==> config.mk <==
export PLATFORM = sky130hd
export DESIGN_NAME = load_store_unit
export DESIGN_NICKNAME = d
export VERILOG_FILES = /design/src/rtl/enums_pkg.sv /design/src/rtl/lsu_pkg.sv /design/src/rtl/lsu_load_align.sv /design/src/rtl/load_store_unit.sv
export SDC_FILE = /design/constraint.sdc
export NUM_CORES = 1
export LEC_CHECK = 0
export CORE_AREA = 2 2 115 117
export DETAILED_ROUTE_END_ITERATION = 16
export DIE_AREA = 0 0 117 119
export PLACE_DENSITY = 0.75
export SYNTH_ARGS = -nofsm -noshare
export SYNTH_HDL_FRONTEND = slang
export SYNTH_SLANG_ARGS = --single-unit
==> constraint.sdc <==
create_clock -name clk -period 1.65 [get_ports clk]
set_input_delay 0.165 -clock clk [delete_from_list [all_inputs] [get_ports clk]]
set_output_delay 0.165 -clock clk [all_outputs]
set_load 0.05 [all_outputs]
==> src/rtl/enums_pkg.sv <==
// enums_pkg: shared decode enumerations for the RV32I core
package enums_pkg;
  typedef enum logic [2:0] {
    MEM_BYTE  = 3'd0,
    MEM_HALF  = 3'd1,
    MEM_WORD  = 3'd2,
    MEM_BYTEU = 3'd4,
    MEM_HALFU = 3'd5
  } mem_size_t;
endpackage

==> src/rtl/lsu_pkg.sv <==
// lsu_pkg: load/store unit state type and lane steering helpers
package lsu_pkg;
  import enums_pkg::*;
  typedef enum logic [1:0] {IDLE, REQ, WAIT, DONE} lsu_state_t;
  function automatic logic is_half(input mem_size_t size);
    return size == MEM_HALF || size == MEM_HALFU;
  endfunction
  function automatic logic [1:0] align_lo(input mem_size_t size, input logic [1:0] addr_lo);
    return size == MEM_WORD ? 2'b00 : is_half(size) ? {addr_lo[1], 1'b0} : addr_lo;
  endfunction
  function automatic logic is_misaligned(input mem_size_t size, input logic [1:0] addr_lo);
    return (is_half(size) & addr_lo[0]) | ((size == MEM_WORD) & |addr_lo);
  endfunction
  function automatic logic [3:0] get_byte_enable(input mem_size_t size, input logic [1:0] addr_lo);
    return size == MEM_WORD ? 4'b1111 : is_half(size) ? 4'b0011 << {addr_lo[1], 1'b0} : 4'b0001 << addr_lo;
  endfunction
  function automatic logic [31:0] replicate_store(input mem_size_t size, input logic [31:0] data);
    return size == MEM_WORD ? data : is_half(size) ? {2{data[15:0]}} : {4{data[7:0]}};
  endfunction
  function automatic logic [31:0] extend_load(input mem_size_t size, input logic [1:0] addr_lo, input logic [31:0] rdata);
    logic [31:0] sh;
    sh = rdata >> {addr_lo, 3'b000};
    return size == MEM_BYTE  ? {{24{sh[7]}}, sh[7:0]} :
           size == MEM_BYTEU ? {24'b0, sh[7:0]} :
           size == MEM_HALF  ? {{16{sh[15]}}, sh[15:0]} :
           size == MEM_HALFU ? {16'b0, sh[15:0]} : sh;
  endfunction
endpackage

==> src/rtl/lsu_load_align.sv <==
// lsu_load_align: combinational load lane shift and sign/zero extension
module lsu_load_align
  import enums_pkg::*;
  import lsu_pkg::*;
(
  input  mem_size_t   size,
  input  logic [1:0]  addr_lo,
  input  logic [31:0] rdata,
  output logic [31:0] data
);
  assign data = extend_load(size, addr_lo, rdata);
endmodule

==> src/rtl/load_store_unit.sv <==
// load_store_unit: RV32I memory stage with valid/ready dmem port; LSU_MISALIGN_TRAP_EN traps misaligned accesses instead of masking
module load_store_unit
  import enums_pkg::*;
  import lsu_pkg::*;
#(
  parameter int ADDR_WIDTH = 32,
  parameter int DATA_WIDTH = 32
) (
  input  logic                  clk,
  input  logic                  rst,
  input  logic                  mem_read_en,
  input  logic                  mem_write_en,
  input  mem_size_t             mem_size,
  input  logic [ADDR_WIDTH-1:0] addr,
  input  logic [DATA_WIDTH-1:0] store_data,
  output logic                  stall,
  output logic [DATA_WIDTH-1:0] load_data,
  output logic                  misaligned,
  output logic                  dmem_req_valid,
  input  logic                  dmem_req_ready,
  output logic                  dmem_req_we,
  output logic [ADDR_WIDTH-1:0] dmem_req_addr,
  output logic [3:0]            dmem_req_be,
  output logic [DATA_WIDTH-1:0] dmem_req_wdata,
  input  logic                  dmem_rsp_valid,
  input  logic [DATA_WIDTH-1:0] dmem_rsp_rdata
);
  lsu_state_t state_q, state_d;
  mem_size_t size_q, size_d;
  logic we_q, we_d, mis_q, mis_d, req, trap, cap;
  logic [1:0] lo_q, lo_d;
  logic [ADDR_WIDTH-1:0] waddr_q, waddr_d;
  logic [3:0] be_q, be_d;
  logic [DATA_WIDTH-1:0] wdata_q, wdata_d, load_data_q, load_data_d, aligned;
  assign req = mem_read_en | mem_write_en;
`ifdef LSU_MISALIGN_TRAP_EN
  assign trap = is_misaligned(mem_size, addr[1:0]);
`else
  assign trap = 1'b0;
`endif
  assign cap = (state_q == IDLE) & req & ~trap;
  always_ff @(posedge clk)
    state_q <= rst ? IDLE : state_d;
  always_comb begin
    state_d = state_q == IDLE ? (req ? (trap ? DONE : REQ) : IDLE) :
              state_q == REQ  ? (dmem_req_ready ? (we_q ? DONE : WAIT) : REQ) :
              state_q == WAIT ? (dmem_rsp_valid ? DONE : WAIT) : IDLE;
  end
  always_comb begin
    stall = req & (state_q != DONE);
    dmem_req_valid = state_q == REQ;
    misaligned = mis_q & (state_q == DONE);
  end
  lsu_load_align u_align (
    .size    (size_q),
    .addr_lo (lo_q),
    .rdata   (dmem_rsp_rdata),
    .data    (aligned)
  );
  always_comb begin
    we_d = cap ? mem_write_en : we_q;
    size_d = cap ? mem_size : size_q;
    lo_d = cap ? align_lo(mem_size, addr[1:0]) : lo_q;
    waddr_d = cap ? {addr[ADDR_WIDTH-1:2], 2'b00} : waddr_q;
    be_d = cap ? get_byte_enable(mem_size, addr[1:0]) : be_q;
    wdata_d = cap ? replicate_store(mem_size, store_data) : wdata_q;
    mis_d = state_q == IDLE ? req & trap : mis_q;
    load_data_d = (state_q == WAIT) & dmem_rsp_valid ? aligned : load_data_q;
  end
  always_ff @(posedge clk) begin
    if (rst) begin
      we_q <= 1'b0;
      size_q <= MEM_BYTE;
      lo_q <= '0;
      waddr_q <= '0;
      be_q <= '0;
      wdata_q <= '0;
      mis_q <= 1'b0;
      load_data_q <= '0;
    end else begin
      we_q <= we_d;
      size_q <= size_d;
      lo_q <= lo_d;
      waddr_q <= waddr_d;
      be_q <= be_d;
      wdata_q <= wdata_d;
      mis_q <= mis_d;
      load_data_q <= load_data_d;
    end
  end
  assign dmem_req_we = we_q;
  assign dmem_req_addr = waddr_q;
  assign dmem_req_be = be_q;
  assign dmem_req_wdata = wdata_q;
  assign load_data = load_data_q;
endmodule
==> impl_metrics.prom, run 1 <==
# TYPE chip_impl_metric gauge
chip_impl_metric{name="synth-seq-cells",unit=""} 106
chip_impl_info{name="outcome",value="complete, no violations"} 1
chip_impl_metric{name="reg2reg_depth",unit=""} 5
chip_impl_metric{name="synth_edf_count",unit=""} 0
chip_impl_metric{name="gr-total-overflow",unit=""} 0
chip_impl_metric{name="ratio_of_routed_vias_to_standard_cells",unit=""} 5.22
chip_impl_metric{name="grt_first_pass_wirelength",unit="um"} 24500
chip_impl_info{name="critical-path-slowest-cell",value="sky130_fd_sc_hd__mux4_2"} 1
chip_impl_info{name="most_instantiated_flip_flop_cell_in_the_synthesis_netlist",value="sky130_fd_sc_hd__dfxtp_1"} 1
chip_impl_metric{name="routed_wire_length_per_instance",unit="um"} 16.7
chip_impl_metric{name="gr-usage-all-layers",unit=""} 0.223
chip_impl_metric{name="drive_above_1_share",unit=""} 0.219
chip_impl_metric{name="synth-adder-area-share",unit=""} 0
chip_impl_metric{name="antenna_violating_nets_post_route",unit=""} 0
chip_impl_metric{name="synthesis.yosys.warnings",unit=""} 0
chip_impl_info{name="cp_cell_sequence",value="mux4_2 > a21oi_4 > buf_12 > or3_4 > o41ai_2"} 1
chip_impl_metric{name="drt-initial-drc-count",unit=""} 407
chip_impl_metric{name="io_buffer_count",unit=""} 205
chip_impl_metric{name="setup_viol",unit=""} 0
chip_impl_metric{name="number_of_antenna_violations_at_the_first_check_in_global_routing",unit=""} 0
chip_impl_metric{name="finalHoldViolCount",unit=""} 0
chip_impl_metric{name="cts_h_tree_depth",unit=""} 3
chip_impl_info{name="synth_top_family_by_area",value="compound AO/OA/AOI/OAI gates"} 1
chip_impl_metric{name="max-slew-margin-rel",unit=""} 0.658
chip_impl_metric{name="placement_rows",unit=""} 42
chip_impl_metric{name="via_total_after_detailed_routing",unit=""} 5078
chip_impl_metric{name="route.final.wire_length",unit="um"} 16200
chip_impl_metric{name="syn_area",unit="um^2"} 4700
chip_impl_metric{name="die_h",unit="um"} 119
chip_impl_metric{name="critical_path_cell_count",unit=""} 5
chip_impl_metric{name="initial_utilization",unit=""} 0.365
chip_impl_metric{name="ys_async_sr_fraction",unit=""} 0
chip_impl_info{name="cts_root_buffer",value="sky130_fd_sc_hd__clkbuf_16"} 1
chip_impl_metric{name="place_area",unit="um^2"} 6970
chip_impl_info{name="worstSetupEndpointType",value="flop"} 1
chip_impl_metric{name="syn_to_final_growth",unit="%"} 57.2
chip_impl_metric{name="globalplace.congestion",unit=""} 0.844
chip_impl_metric{name="chipWidth",unit="um"} 117
chip_impl_metric{name="synth_compound_gate_area_share",unit=""} 0.221
chip_impl_metric{name="grt_pass1_vias",unit=""} 4906
chip_impl_info{name="critPathTopFamily",value="multiplexers"} 1
chip_impl_metric{name="min_period_over_period",unit=""} 0.979
chip_impl_metric{name="post_synth_num_cell_types",unit=""} 41
chip_impl_metric{name="p_leak",unit="nW"} 3.09
chip_impl_metric{name="stdcell_area",unit="um^2"} 7380
chip_impl_metric{name="worst_pin_slew",unit="ns"} 0.515
chip_impl_metric{name="xor_xnor_cell_area_share_of_the_yosys_netlist",unit=""} 0
chip_impl_metric{name="cts.clk_slew.worst_paths",unit="ns"} 0.07
chip_impl_metric{name="core_region_area",unit="um^2"} 12900
chip_impl_metric{name="diodes",unit=""} 0
chip_impl_metric{name="grt_start_max_net_pins",unit=""} 44
chip_impl_metric{name="clk_latency",unit="ns"} 0.35
chip_impl_metric{name="synthMuxAreaShare",unit=""} 0.0749
chip_impl_metric{name="firstDrtPassIters",unit=""} 8
chip_impl_metric{name="post-route-worst-setup-slack",unit="ns"} 0.0346
chip_impl_metric{name="critical_path.n_buffers_inverters",unit=""} 1
chip_impl_metric{name="synthesis.instances",unit=""} 582
chip_impl_metric{name="place_hpwl",unit="um"} 11900
chip_impl_info{name="hold_path.class",value="primary input to flop"} 1
chip_impl_info{name="critical_path_class",value="flop to flop"} 1
chip_impl_metric{name="cts-buffers-inserted",unit=""} 9
chip_impl_metric{name="timing_max_transition_violations_final",unit=""} 0
chip_impl_metric{name="fmaxAchievable",unit="GHz"} 0.619
chip_impl_metric{name="cts_max_path_buffers",unit=""} 2
chip_impl_metric{name="post_synth_and_or_nand_nor_area_fraction",unit=""} 0.199
chip_impl_metric{name="pin_count",unit=""} 209
chip_impl_metric{name="syn-mean-instance-area",unit="um^2"} 8.07
chip_impl_metric{name="cts.sink_count",unit=""} 106
chip_impl_metric{name="finClkSkew",unit="ns"} 0.00919
chip_impl_metric{name="synth_sequential_area_ratio",unit=""} 0.452
chip_impl_metric{name="arrival_time_of_data_at_the_critical_path_endpoint",unit="ns"} 1.85
chip_impl_metric{name="power.density_cell_area",unit="nW/um^2"} 1040
chip_impl_metric{name="die_area",unit="um^2"} 13900
chip_impl_info{name="cts_tree",value="built"} 1
chip_impl_metric{name="drt_drc",unit=""} 0
chip_impl_metric{name="cap_viol_max_count",unit=""} 0
chip_impl_info{name="rsz0062_at_grt",value="true"} 1
chip_impl_metric{name="layout.nets",unit=""} 896
chip_impl_metric{name="final_period_minus_worst_setup_slack",unit="ns"} 1.62
chip_impl_metric{name="crit_required",unit="ns"} 1.89
chip_impl_metric{name="critical-path-max-stage-delay",unit="ns"} 0.56
chip_impl_metric{name="whs_path_cells",unit=""} 2
chip_impl_info{name="worstSetupStartpointType",value="flop"} 1
chip_impl_metric{name="preCtsSetupSlack",unit="ns"} -0.172
chip_impl_metric{name="critical_path_peak_fanout",unit=""} 8
chip_impl_metric{name="ctsHoldBuffers",unit=""} 0
chip_impl_metric{name="design_power_total",unit="W"} 0.00765
chip_impl_metric{name="vdd.ir_drop.worst",unit="mV"} 0.701
==> cell type report <==
| type | count | area [um^2] |
|---|---|---|
| timing repair buffer | 248 | 2310 |
| tap | 176 | 220 |
| clock inverter | 5 | 30.0 |
| sequential | 106 | 2130 |
| multi-input combinational | 424 | 2450 |
| inverter | 2 | 7.51 |
| fill | 1179 | 5490 |
| clock buffer | 11 | 243 |
==> flip-flops by register name (all words and copies together), names as in the netlist <==
name and count:
dmem_req_addr 30, dmem_req_be 4, dmem_req_wdata 32, dmem_req_we 1, lo_q 2, load_data 32, size_q 3, state_q 2
==> power breakdown <==
part           total, W  switching, W  internal (W)
combinational   0.00269       0.00168       0.00101
sequential      0.00293      0.000136       0.00280
clock           0.00202      0.000966       0.00106
==> cell families (layout without fill, tap and decap cells) <==
| family | count (synthesis) | after routing |
|---|---|---|
| and+or+nand+nor | 221 | 221 |
| AOI/OAI and AO/OA | 168 | 168 |
| DFF | 106 | 106 |
| buffers and inverters | 54 | 266 |
| muxes | 32 | 32 |
| other | 1 | 3 |
==> stage by stage <==
step | utilization | TNS [ns] | std cells | hold WS, ns
after floorplan | - | 0 | 584 | 0.301
after global placement | 0.542 | -4.92 | 953 | 0.442
after detailed placement | 0.542 | -10.47 | 953 | 0.448
after CTS | 0.560 | 0 | 969 | 0.105
after global routing | 0.573 | -0.111 | 972 | 0.178
final | 0.573 | 0 | 972 | 0.176
==> cell usage after synthesis (3+ instances only) <==
master,number,share of area
sky130_fd_sc_hd__a211oi_1,16,0.026
sky130_fd_sc_hd__a21oi_1,79,0.084
sky130_fd_sc_hd__a311oi_1,11,0.021
sky130_fd_sc_hd__buf_2,17,0.018
sky130_fd_sc_hd__buf_4,5,0.0080
sky130_fd_sc_hd__clkbuf_1,28,0.022
sky130_fd_sc_hd__dfxtp_1,106,0.45
sky130_fd_sc_hd__mux2_2,15,0.036
sky130_fd_sc_hd__mux2i_1,16,0.034
sky130_fd_sc_hd__nand2_1,135,0.11
sky130_fd_sc_hd__nand3b_1,3,0.0048
sky130_fd_sc_hd__nor2_1,47,0.038
sky130_fd_sc_hd__nor2b_1,6,0.0080
sky130_fd_sc_hd__nor3_1,10,0.011
sky130_fd_sc_hd__o211ai_1,7,0.011
sky130_fd_sc_hd__o21ai_0,20,0.021
sky130_fd_sc_hd__o21bai_1,8,0.013
sky130_fd_sc_hd__o22ai_1,7,0.0093
sky130_fd_sc_hd__o2bb2ai_1,6,0.011
sky130_fd_sc_hd__o41ai_1,8,0.015
sky130_fd_sc_hd__or3_1,8,0.011
==> cell usage in the layout (no fill, tap or decap), types with 2 or more instances in the layout <==
cell | Yosys | layout
sky130_fd_sc_hd__nand2_1 | 135 | 135
sky130_fd_sc_hd__dfxtp_1 | 106 | 105
sky130_fd_sc_hd__buf_4 | 5 | 104
sky130_fd_sc_hd__clkdlybuf4s50_1 | 0 | 103
sky130_fd_sc_hd__a21oi_1 | 79 | 78
sky130_fd_sc_hd__nor2_1 | 47 | 47
sky130_fd_sc_hd__dlygate4sd2_1 | 0 | 29
sky130_fd_sc_hd__o21ai_0 | 20 | 20
sky130_fd_sc_hd__mux2i_1 | 16 | 16
sky130_fd_sc_hd__a211oi_1 | 16 | 16
sky130_fd_sc_hd__mux2_2 | 15 | 15
sky130_fd_sc_hd__a311oi_1 | 11 | 11
sky130_fd_sc_hd__clkbuf_16 | 0 | 11
sky130_fd_sc_hd__nor3_1 | 10 | 10
sky130_fd_sc_hd__buf_12 | 0 | 9
sky130_fd_sc_hd__o21bai_1 | 8 | 8
sky130_fd_sc_hd__or3_4 | 0 | 7
sky130_fd_sc_hd__o41ai_2 | 0 | 7
sky130_fd_sc_hd__o22ai_1 | 7 | 7
sky130_fd_sc_hd__o211ai_1 | 7 | 7
sky130_fd_sc_hd__o2bb2ai_1 | 6 | 6
sky130_fd_sc_hd__nor2b_1 | 6 | 5
sky130_fd_sc_hd__nand3b_1 | 3 | 3
sky130_fd_sc_hd__conb_1 | 1 | 3
sky130_fd_sc_hd__clkinv_2 | 0 | 3
sky130_fd_sc_hd__or2_2 | 2 | 2
sky130_fd_sc_hd__o21ai_2 | 2 | 2
sky130_fd_sc_hd__inv_1 | 2 | 2
sky130_fd_sc_hd__nand2b_1 | 2 | 2
sky130_fd_sc_hd__clkinvlp_4 | 0 | 2
==> per-layer routing <==
metal	global-route usage	vias to the layer above	wire (um)
met5	0	-	0
met4	0.107	0	527
met3	0.0651	38	1360
met2	0.379	231	8050
met1	0.254	2376	6300
li1	-	2433	-
==> final timing paths <==
path,endpoint,startpoint,slack [ns]
min reg2reg,dmem_req_addr[4],dmem_req_addr[4],0.45
max reg2reg,load_data[24],lo_q[0],0.03
min,load_data[3],rst,0.18
max,load_data[24],lo_q[0],0.03
==> timing repair <==
| item | CTS | global route |
|---|---|---|
| setup buffers | 0 | 1 |
| setup endpoints to repair | 31 | 22 |
| pin swaps | 0 | 8 |
| resized for setup | 31 | 20 |
| cloned | 0 | 2 |
Power figures use the tool's default switching activity.
==> run 2: changes to the inputs <==
SLEW_MARGIN = 20   (was not set)
==> results of run 2 <==
The final DEF is identical to that of run 1; final timing and power are the same.
